--- src/rtl/ext_arbiter.sv ---
// Round-robin arbiter sharing one immediate-extension unit between two requesters,
// with a one-entry registered result slot and valid/ready handshakes on all sides.
module ext_arbiter #(
    parameter bit FIRST_PRIO = 1'b0
) (
    input  logic        clk,
    input  logic        reset_n,
    input  logic        req0_valid,
    output logic        req0_ready,
    input  logic [1:0]  req0_op,
    input  logic [15:0] req0_imm,
    input  logic        req1_valid,
    output logic        req1_ready,
    input  logic [1:0]  req1_op,
    input  logic [15:0] req1_imm,
    output logic        resp_valid,
    input  logic        resp_ready,
    output logic        resp_id,
    output logic [31:0] resp_data
);

    typedef enum logic {EMPTY, FULL} slot_t;

    slot_t       slot_p1;
    logic        vld_p1;
    logic        id_p1;
    logic [31:0] data_p1;
    logic        ptr;

    logic        slot_free;
    logic        gnt0;
    logic        gnt1;
    logic        accept;
    logic [1:0]  sel_op_p0;
    logic [15:0] sel_imm_p0;

    function automatic logic [31:0] extend(input logic [1:0] op, input logic [15:0] imm);
        logic signed [15:0] simm;
        logic signed [31:0] sext;
        simm = signed'(imm);
        sext = simm;
        case (op)
            2'b00:   extend = {16'h0000, imm};
            2'b01:   extend = unsigned'(sext);
            2'b10:   extend = {imm, 16'h0000};
            default: extend = 32'h0000_0000;
        endcase
    endfunction

    // Grants are gated by reset_n so nothing is accepted while reset is held.
    always_comb begin
        slot_free  = (slot_p1 == EMPTY) || resp_ready;
        gnt0       = reset_n && slot_free && req0_valid && (!req1_valid || (ptr == 1'b0));
        gnt1       = reset_n && slot_free && req1_valid && (!req0_valid || (ptr == 1'b1));
        accept     = gnt0 || gnt1;
        sel_op_p0  = gnt1 ? req1_op  : req0_op;
        sel_imm_p0 = gnt1 ? req1_imm : req0_imm;
    end

    // Stage p0 -> p1: extend the granted request into the output slot
    always_ff @(posedge clk or negedge reset_n) begin
        if (!reset_n) begin
            slot_p1 <= EMPTY;
            vld_p1  <= 1'b0;
            id_p1   <= 1'b0;
            data_p1 <= 32'h0000_0000;
            ptr     <= FIRST_PRIO;
        end else begin
            case (slot_p1)
                EMPTY: begin
                    if (accept) begin
                        slot_p1 <= FULL;
                        vld_p1  <= 1'b1;
                    end
                end
                FULL: begin
                    if (resp_ready && !accept) begin
                        slot_p1 <= EMPTY;
                        vld_p1  <= 1'b0;
                    end
                end
                default: begin
                    slot_p1 <= EMPTY;
                    vld_p1  <= 1'b0;
                end
            endcase
            if (accept) begin
                id_p1   <= gnt1;
                data_p1 <= extend(sel_op_p0, sel_imm_p0);
                ptr     <= gnt0;
            end
        end
    end

    assign req0_ready = gnt0;
    assign req1_ready = gnt1;
    assign resp_valid = vld_p1;
    assign resp_id    = id_p1;
    assign resp_data  = data_p1;

endmodule

--- config.mk ---
export PLATFORM = sky130hd
export DESIGN_NAME = ext_arbiter
export DESIGN_NICKNAME = d
export VERILOG_FILES = /design/src/rtl/ext_arbiter.sv
export SDC_FILE = /design/constraint.sdc
export NUM_CORES = 1
export LEC_CHECK = 0
export CORE_MARGIN = 2
export CORE_UTILIZATION = 25
export DETAILED_ROUTE_END_ITERATION = 8
export GPL_TIMING_DRIVEN = 0
export PLACE_DENSITY = 0.6
export SLEW_MARGIN = 20
export SYNTH_ARGS = -nofsm -noshare
export SYNTH_HDL_FRONTEND = slang
export SYNTH_SLANG_ARGS = --single-unit
--- constraint.sdc ---
create_clock -name clk -period 1.75 [get_ports clk]
set_input_delay 0.525 -clock clk [delete_from_list [all_inputs] [get_ports clk]]
set_output_delay 0.525 -clock clk [all_outputs]
set_load 0.02 [all_outputs]
Word-level counts from Yosys, hierarchy flattened:

Cells that the tools add are included.

* output and inout port bits: 36
* register bits after elaboration: 36
* logic and storage cells: 35

* mux-type cells: 9
* equality and inequality tests: 4
* bitwise logic cells: 2
* reductions and logical operators: 15

Operators by type and width (number)
* $pmux W32 S3: 1
* $mux W16: 1
* $logic_and A1 B1 Y1: 6
* $logic_or A1 B1 Y1: 4
* $mux W1: 4
* $pmux W1 S2: 2
* $logic_not A1 Y1: 3
* $eq A2 B1 Y1 const B: 1
* $eq A2 B2 Y1 const B: 1
* $logic_not A2 Y1: 1
* $mux W2: 1
* $ne A2 B1 Y1 const B: 1
* $ne A2 B2 Y1 const B: 1
* $not A1 Y1: 2
* $reduce_and A2 Y1: 1

Depth between registers and ports, before layout:

Gate-level depths: netlist of run 1.

* depth after elaboration: 10
* mapped depth: 7
* mapped depth without buffers: 6

Least setup slack after synthesis of run 1:

Ideal clock, no wire load.

* path kind: input-to-output
* from: input port resp_ready
* to: output port req1_ready
* buffers on the path: 1
* arrival time: 1172 ps
* cell stages on the path: 4
* path slack: 53 ps
* path through: nand2b_4 nand4_4 inv_6 buf_6

* word-level cells in the longest chain between the ends: 4

Ends and longest elaborated chain
* from (decl): line 17 `input logic resp_ready,`
* $logic_or A1 B1 Y1: line 52 `slot_free = (slot_p1 == EMPTY) || resp_ready;`
* $logic_and A1 B1 Y1 (3 in a row): line 54 `gnt1 = reset_n && slot_free && req1_valid && (!req0_valid || (ptr == 1'b1));`
* to (decl): line 13 `output logic req1_ready,`

No other way between the ends.

Final worst setup path of run 1:

* from: register ptr
* to: output port req1_ready

* word-level cells in the longest chain between the ends: 2

Ends and longest elaborated chain
* from (decl): line 28 `logic ptr;`
* from (signal assigned): line 90 `ptr <= gnt0;`
* $logic_or A1 B1 Y1: line 54
* $logic_and A1 B1 Y1: line 54

No other way between the ends.

==> results of run 1 <==
==> layout by cell type (no fill, tap or decap), types with 2 or more instances in the layout <==
master and n:
o21ai_1 10, dlygate4sd2_1 35, nand2_1 26, buf_2 3, clkbuf_4 2, o21ai_0 21
o21a_1 16, dfrtp_1 36, mux2i_1 16, clkdlybuf4s50_1 35, buf_6 3, clkbuf_2 2
nor2b_1 3, clkbuf_8 7, nand2b_4 2, buf_4 13
==> final cells by class <==
cell class | instances | area [um^2] | share of cell area [%]
buffer | 7 | 63.8 | 2.31
inverter | 2 | 15.0 | 0.542
sequential | 36 | 901 | 32.5
tap | 77 | 96.3 | 3.48
clock inverter | 1 | 30.0 | 1.08
timing repair buffer | 89 | 827 | 29.9
multi-input combinational | 106 | 738 | 26.7
clock buffer | 7 | 96.3 | 3.48
==> critical path, delay by kind of cell (launching register included) <==
kind | cells | cell delay [ns]
buffers and inverters | 3 | 0.28
AND/OR/NAND/NOR | 2 | 0.29
flip-flops | 1 | 0.40
==> per-stage QoR <==
| stage | worst slack, ns | power (mW) | instances | utilization (%) |
|---|---|---|---|---|
| after floorplan | 0.0533 | 1.52 | 151 | - |
| after global placement | -2.71 | 2.00 | 304 | 39.4 |
| after detailed placement | -1.21 | 2.02 | 305 | 39.7 |
| after CTS | -0.0461 | 2.77 | 322 | 42.6 |
| after global routing | -0.0918 | 2.90 | 325 | 43.1 |
| final | -0.0283 | 2.74 | 325 | 43.1 |
==> per-layer routing <==
layer | GRT usage (%) | part of all wire [%] | wire length, um
met5 | 0 | 0 | 0
met4 | 4.33 | 0.98 | 48
met3 | 4.72 | 6.7 | 332
met2 | 23.7 | 49 | 2420
met1 | 18.3 | 43 | 2120
==> worst max path at each step <==
| stage | start | end | depth (start not counted) |
|---|---|---|---|
| floorplan | resp_ready | req1_ready | 4 |
| global placement | reset_n | req1_ready | 5 |
| detailed placement | resp_ready | req1_ready | 6 |
| CTS | ptr | req1_ready | 5 |
| global route | slot_p1 | req1_ready | 5 |
| finish | ptr | req1_ready | 5 |
==> power groups by stage <==
stage	combinational, mW	sequential (mW)	clock [mW]
4_1_cts	0.873	1.07	0.831
5_1_grt	0.947	1.09	0.865
3_5_place_dp	0.933	1.09	0
6_report	0.871	1.07	0.802
3_3_place_gp	0.916	1.08	0
2_1_floorplan	0.259	1.26	0
==> state kept, by name (all words and copies together) (netlist names) <==
signal	flops
ptr	1
resp_id	1
resp_valid	1
slot_p1	1
resp_data	32
==> logic make-up after synthesis <==
kind of cell / synth area share [%]
and+or+nand+nor: 10.9
AOI/OAI and AO/OA: 20.7
DFF: 53.9
muxes: 10.9
buffers and inverters: 3.59
==> repair_timing <==
| action | in CTS | in global routing |
|---|---|---|
| gates resized for setup | 68 | 7 |
| setup endpoints to repair | 69 | 27 |
| pin swaps | 3 | 2 |
| buffers inserted | 9 | 3 |
==> run metrics, run 1 <==
run status=finished with violations; violated checks=design-rule violations, negative setup slack; Synth Warn #=0; vias in the first global route=about 1.6k; Area contributors post-synth=dfrtp_1 (54%), mux2i_1 (9.6%), o21a_1 (7.2%), o21ai_0 (6.3%), nand2_1 (5.8%); Cell Chain, Critical Path=nand2b_4 > nand4_4 > inv_8 > buf_12 > buf_8; total grt overflow=0; Post-Synthesis Cells=151; max-cap violation count=0; GR Util All Layers=between 10 and 15%; pins over their slew limit=0; drc violations=4; Vias=around 1.5k; post-synth top area share=between 50% and 60%; RR Endpoint=resp_data[25]; I/O Buffers=76; largest net degree at the start of global routing=23; Syn-to-layout area delta=65.4%; EDFF count, synth=0; RSZ-0062 raised after global routing=yes; fmax=roughly 0.56 GHz; Num CTS Buffers=5; part of the power in registers=38.9%; final period utilization=102%; final hold slack=a little over 0.09 ns; dpl cell area=around 2600 um^2; top_reg_cell synth=dfrtp_1; Data required, critical path=1.22 ns; r2r worst-path depth=8; core area=6420 um^2; Netlist cell types=28; Pint=1.89 mW; Post-synth ARST share=100%; Worst Path Max Fanout=3; TritonCTS clock tree=built; via density per instance=4.58; top-count cell post-synth=dfrtp_1; top post-synthesis cells by count=dfrtp_1 (36), nand2_1 (26), o21ai_0 (21); initial DRC count=45; TNS Setup=-0.0283 ns; fill cell count=between 600 and 700; pwr/cell area=990 nW/um^2; post-route minimum period=1.78 ns; critical path class=flip-flop to output pin; final antenna-violating net count=0; Die H=85.8 um; clock buffer depth=2; sequential share of the synthesized area=53.9%; GP Congestion=0.676; syn nets=192; design area=2770 um^2; Fin. Hold Viols=0; r2r setup slk=0.06 ns; CP max stage delay=0.40 ns; Sw Pwr=0.852 mW; num ports=77; clk sinks=36; post-synth top area cell=dfrtp_1; Clock power frac=29.3%; CP Capture Type=output pin; first-pass GRT wire length=between 8000 and 9000 um; hold buffers post-CTS=0; switching share of power=a little under a third; # nets final=288; HPWL Detailed=~3600 um; reg2reg start=ptr; Avg Cell Area, Syn=11.1 um^2; ratio of cells with drive above 1 in the final layout=~17%; clock latency on the worst-skew pair=0.29 ns; Peak VDD IR=317 uV; Synth Register Bits=36; slew margin rel.=between 70 and 80%; Least-Margin Pin Slew=roughly 0.42 ns; final wirelength=between 4000 and 5000 um; # diodes=0; die footprint=7360 um^2; initial antenna violation count=0; Netlist Area Pre-Place=1670 um^2; Combinational Power Share=a little under a third; H-tree depth=2; Clock transition at path regs=about 0.070 ns; setup ws final=-0.0283 ns; CP Launch Type=flip-flop; setup violators final=1; critical path arrival=1.25 ns; 1st-pass router iterations=7; Worst Clk Skew=0.00561 ns; Die W=85.8 um; slowest stage cell on the critical path=dfrtp_1; worst min path class=primary input to async pin; starting density of the core=26.0%; static leakage=1.24 nW; WL per Instance=15.1 um; standard-cell row count=29; Root Driver=clkbuf_8
(Power assumes the default switching activity.)
==> run 2, diff against run 1 <==
--- a/config.mk
+++ b/config.mk
@@ -5,11 +5,14 @@
 export SDC_FILE = /design/constraint.sdc
 export NUM_CORES = 1
 export LEC_CHECK = 0
+export CELL_PAD_IN_SITES_DETAIL_PLACEMENT = 2
+export CELL_PAD_IN_SITES_GLOBAL_PLACEMENT = 2
 export CORE_MARGIN = 2
-export CORE_UTILIZATION = 25
+export CORE_UTILIZATION = 24
 export DETAILED_ROUTE_END_ITERATION = 8
 export GPL_TIMING_DRIVEN = 0
-export PLACE_DENSITY = 0.6
+export PLACE_DENSITY = 0.78
+export SKIP_LAST_GASP = 1
 export SLEW_MARGIN = 20
 export SYNTH_ARGS = -nofsm -noshare
 export SYNTH_HDL_FRONTEND = slang
==> run 2 against run 1 <==
The flow finishes with violations (negative setup slack). Hold slack worse by 0.065 ns. Flip-flop and latch count stayed put. Core utilization is 1.1 points lower. Sequential share of layout area shrank 0.76 points. Critical endpoint unchanged. Largest power group unchanged.
==> run metrics, run 2 (synthesis results as in run 1) <==
TritonCTS clock tree=built; Fin. Hold Viols=0 (unchanged); most frequent cells in the layout=dfrtp_1 (36), clkdlybuf4s50_1 (35), dlygate4sd2_1 (35); # diodes=0 (unchanged); switching share of power=33.1% (+2.0 points); I/O Buffers=76 (unchanged); final antenna-violating net count=0 (unchanged); fmax=0.556 GHz (-1.1%); critical path class=flip-flop to output pin; GP Congestion=0.734 (+8.7%); violated checks=negative setup slack; Critical Path Source=ptr; core area=6760 um^2 (+5.2%); final period utilization=103% (+1.1 points); worst min path class=primary input to async pin; H-tree depth=2 (unchanged); RSZ-0062 raised after global routing=yes; WL per Instance=17.3 um (+14%); pre-CTS setup slack=-1.31 ns (-0.104 ns); DR top layer=met4; setup ws final=-0.0477 ns (-0.0194 ns); HPWL Detailed=3960 um (+11%); CP Capture Type=output pin; total grt overflow=0 (unchanged); final hold slack=0.0255 ns (-0.0649 ns); Worst Clk Skew=0.00194 ns (-0.00368 ns); Die W=87.5 um (+2.0%); run status=finished with violations; via density per instance=4.70 (+2.7%); part of the power in registers=39.1% (+0.2 points); RR Endpoint=resp_data[20]; Pint=1.83 mW (-3.1%); Clock power frac=27.4% (-1.9 points); commonest non-fill, non-tap cell in the layout=dfrtp_1; Num CTS Buffers=5 (unchanged); clock buffer depth=2 (unchanged); final wirelength=5740 um (+17%); pwr/cell area=965 nW/um^2 (-2.5%); WL met2=3000 um (+24%); Clock transition at path regs=0.08 ns (about the same); slew margin rel.=65.5% (-6.6 points); CP Capture Point=req1_ready; drc violations=0 (-4); r2r setup slk=-0.02 ns (-0.08 ns); Syn-to-layout area delta=69.4%; metal3 WL=273 um (-18%); standard-cell row count=30 (+3.4%); max-cap violation count=0 (unchanged); reg2reg start=ptr; num ports=77 (unchanged); hold buffers post-CTS=0 (unchanged); Die H=87.5 um (+2.0%); Post-Place Cells=308 (+0.98%); Vias=1560 (+4.9%); # nets final=292 (+1.4%); clk sinks=36 (unchanged); clock latency on the worst-skew pair=0.28 ns (about the same); pins over their slew limit=0 (unchanged); r2r worst-path depth=8 (unchanged); setup violators final=3 (+2); starting density of the core=24.8% (-1.3 points); critical path arrival=1.27 ns (+0.02 ns); Root Driver=clkbuf_8; Layout Cells excl Fill=332 (+2.2%); largest net degree at the start of global routing=25 (+8.7%); first-pass GRT wire length=9440 um (+15%); initial DRC count=16 (-64%); vias in the first global route=1750 (+7.4%); Tot Pwr=2.73 mW (-0.21%); Peak VDD IR=382 uV (+21%); Sw Pwr=0.905 mW (+6.2%); CP Launch Type=flip-flop; static leakage=1.27 nW (+2.5%); 1st-pass router iterations=3 (-4); die footprint=7650 um^2 (+4.0%); initial antenna violation count=0 (unchanged); Met1 Wirelength=2460 um (+16%); Combinational Power Share=33.5% (+1.7 points); ratio of cells with drive above 1 in the final layout=19.4% (+2.1 points); GR Util All Layers=16.4% (+1.9 points); Least-Margin Pin Slew=0.517 ns (+0.101 ns); Data required, critical path=1.22 ns (about the same); Worst Path Max Fanout=3 (unchanged); post-route minimum period=1.80 ns (+0.0194 ns); max FFs per register=32 (unchanged)
[run 2: layer usage]
layer | global-route usage (%) | up-vias
met5 | 0 | -
met4 | 2.94 | 0
met3 | 4.17 | 2
met2 | 28.6 | 42
met1 | 20.5 | 783
li1 | - | 733
[run 2: critical path: stages, from the launching register on]
cell,delay (ns)
dfrtp_1,0.40
nand2b_4,0.17
nand4_4,0.13
inv_8,0.05
buf_12,0.12
buf_6,0.12
[run 2: per-stage QoR]
stage                     area, um^2  TNS (ns)  utilization (%)
after global routing            2830    -0.700             41.9
after detailed placement        2560    -29.21             37.8
final                           2830   -0.0708             41.9
after floorplan                 1670         0                -
after global placement          2530   -122.73             37.5
after CTS                       2780   -0.0819             41.2
[run 2: worst min path at each step]
stage                             start  cells after the start  slack, ns       endpoint
after global routing            reset_n                      1      0.009  resp_data[26]
after CTS                       reset_n                      1       0.04  resp_data[20]
final                           reset_n                      1       0.03  resp_data[18]
after global placement    resp_data[11]                      2       0.46  resp_data[11]
after floorplan                 reset_n                      0       0.23            ptr
after detailed placement        resp_id                      2       0.47        resp_id
[run 2: what timing repair did]
action	in CTS	in global routing
gates resized for setup	73	8
hold endpoints to repair	0	0
endpoints found under the setup margin	69	30
buffers inserted	13	1
pin swaps	3	2
gates cloned	1	1
[run 2: layout make-up]
type	instances	area [um^2]
Fill cell	745	3920
Tap cell	80	100
Timing Repair Buffer	93	891
Multi-Input combinational cell	106	749
Clock buffer	5	68.8
Inverter	2	15.0
Clock inverter	3	42.5
Sequential cell	36	901
Buffer	7	66.3
[run 2: power by group through the flow]
stage	Clock, mW	Combinational (mW)	Sequential, mW
3_5_place_dp	0	0.947	1.09
3_3_place_gp	0	0.919	1.08
6_report	0.750	0.916	1.07
2_1_floorplan	0	0.259	1.26
5_1_grt	0.812	0.994	1.09
4_1_cts	0.776	0.907	1.07
==> run 3, diff against run 2 <==
--- a/config.mk
+++ b/config.mk
@@ -12,6 +12,7 @@
 export DETAILED_ROUTE_END_ITERATION = 8
 export GPL_TIMING_DRIVEN = 0
 export PLACE_DENSITY = 0.78
+export SETUP_SLACK_MARGIN = 0.02
 export SKIP_LAST_GASP = 1
 export SLEW_MARGIN = 20
 export SYNTH_ARGS = -nofsm -noshare
==> run 3 against run 2 <==
The flow still finishes with violations (negative setup slack). First-iteration DRC count is 44% higher. Clock skew hardly changed. Sequential power hardly changed. Final cell count is 2.1% higher. Die area stayed put. Worst setup slack worse by 0.0072 ns. Via count is 2.4% higher. Core utilization is 1.1 points higher. Routed wire length is 4.2% higher. Hold slack better by 0.019 ns. Critical endpoint unchanged.
==> run metrics, run 3 (synthesis results as in run 1) <==
run status=finished with violations; violated checks=negative setup slack; clk sinks=36 (unchanged); Die W=87.5 um (unchanged); final period utilization=103% (+0.41 points); Critical Path Source=ptr; pins over their slew limit=0 (unchanged); I/O Buffers=76 (unchanged); Least-Margin Pin Slew=0.352 ns (-0.165 ns); WL per Instance=17.7 um (+2.1%); Clock transition at path regs=0.08 ns (about the same); die footprint=7650 um^2 (unchanged); initial DRC count=23 (+7); HPWL Detailed=3960 um (unchanged); fill cell count=743 (-0.27%); final antenna-violating net count=0 (unchanged); Met1 Wirelength=2550 um (+3.5%); Peak VDD IR=379 uV (-0.91%); CP Capture Point=req1_ready; # diodes=0 (unchanged); fmax=0.554 GHz (-0.40%); 1st-pass router iterations=4 (+1); setup ws final=-0.0549 ns (-0.00719 ns); critical path arrival=1.28 ns (about the same); CP Launch Type=flip-flop; Tot Pwr=2.78 mW (+1.6%); Worst Clk Skew=0.00186 ns (-0.0000711 ns); vias in the first global route=1807 (+3.3%); static leakage=1.31 nW (+2.6%); initial antenna violation count=0 (unchanged); WL met2=3110 um (+3.9%); Syn-to-layout area delta=73.9%; worst min path class=primary input to async pin; GR Util All Layers=16.9% (+0.51 points); setup violators final=1 (-2); GP Congestion=0.734 (unchanged); Register Area=901 um^2 (unchanged); num ports=77 (unchanged); final core utilization=43.1% (+1.1 points); commonest non-fill, non-tap cell in the layout=dfrtp_1; Die H=87.5 um (unchanged); # nets final=299 (+2.4%); drc violations=0 (unchanged); RR Endpoint=resp_data[29]; first-pass GRT wire length=9750 um (+3.3%); most frequent cells in the layout=dfrtp_1 (36), clkdlybuf4s50_1 (35), dlygate4sd2_1 (35); r2r worst-path depth=8 (unchanged); Worst Path Max Fanout=3 (unchanged); H-tree depth=2 (unchanged); post-route minimum period=1.80 ns (+0.00719 ns); final wirelength=5990 um (+4.2%); Post-Place Cells=308 (unchanged); footprint of the multi-input gates=777 um^2 (+3.7%); final hold slack=0.0443 ns (+0.0188 ns); DR top layer=met4; CP Capture Type=output pin; Num CTS Buffers=5 (unchanged); metal3 WL=284 um (+4.0%); clock buffer depth=2 (unchanged); largest net degree at the start of global routing=25 (unchanged); max FFs per register=32 (unchanged); standard-cell row count=30 (unchanged); reg2reg start=ptr; TNS Setup=-0.0549 ns (+0.0159 ns); max-cap violation count=0 (unchanged); ratio of cells with drive above 1 in the final layout=23.6% (+4.1 points); pwr/cell area=954 nW/um^2 (-1.1%); starting density of the core=24.8% (unchanged); TritonCTS clock tree=built; core area=6760 um^2 (unchanged); Vias=1597 (+2.4%); clock latency on the worst-skew pair=0.29 ns (about the same); Fin. Hold Viols=0 (unchanged); via density per instance=4.71 (+0.26%); total grt overflow=0 (unchanged); r2r setup slk=0.03 ns (+0.05 ns); RSZ-0062 raised after global routing=yes; slew margin rel.=76.5% (+11 points); Layout Cells excl Fill=339 (+2.1%); critical path class=flip-flop to output pin; Root Driver=clkbuf_8; Data required, critical path=1.22 ns (about the same)
## run 3: cell types whose count changed in the layout (fill, tap and decap cells not counted), moves of 2 or more
cell | before | now
mux2i_1 | 13 | 10
buf_4 | 15 | 21
o21ai_1 | 11 | 13
mux2i_2 | 3 | 5
o21ai_0 | 20 | 18
## run 3: worst max-delay path, stage by stage (launching register included)
cell	delay (ns)
dfrtp_1	0.41
nand2b_4	0.17
nand4_4	0.13
inv_8	0.05
buf_12	0.12
buf_8	0.12
## run 3: final cells by class
| type | instances | share of cell area [%] |
|---|---|---|
| clock inverters | 3 | 1.46 |
| flip-flops and latches | 36 | 31.0 |
| repair buffers | 100 | 32.2 |
| plain buffers | 7 | 2.32 |
| multi-input cells | 106 | 26.7 |
| well taps | 80 | 3.44 |
| clock buffers | 5 | 2.37 |
| inverters | 2 | 0.516 |
## run 3: through the flow
step | worst slack [ns] | area [um^2]
floorplan | 0.0533 | 1670
global placement | -2.78 | 2530
detailed placement | -1.31 | 2560
CTS | -0.0754 | 2850
global route | -0.105 | 2910
finish | -0.0549 | 2910
## run 3: how the worst min path moves through the flow
stage                     to  slack (ns)  depth (start not counted)
3_5_place_dp         resp_id        0.47                          2
3_3_place_gp   resp_data[11]        0.46                          2
4_1_cts        resp_data[20]        0.04                          1
2_1_floorplan            ptr        0.23                          0
5_1_grt        resp_data[21]        0.03                          1
6_report       resp_data[16]        0.04                          1
## run 3: power by group
part           leakage (nW)  switching [mW]  internal, mW
logic                 0.811           0.509         0.448
registers             0.442          0.0863         0.982
clock network        0.0541           0.329         0.422
total                  1.31           0.924          1.85
## run 3: what timing repair did
item,4_1_cts,5_1_grt
pin swaps,3,3
resized for setup,78,15
endpoints found under the setup margin,69,22
hold buffers,0,0
buffers inserted,19,3
gates cloned,1,0
## run 3: routing by layer
metal  GRT usage (%)  up-vias
li1                -      748
met2            30.2       45
met1            20.7      799
met4            2.94        0
met5               0        -
met3            4.17        5
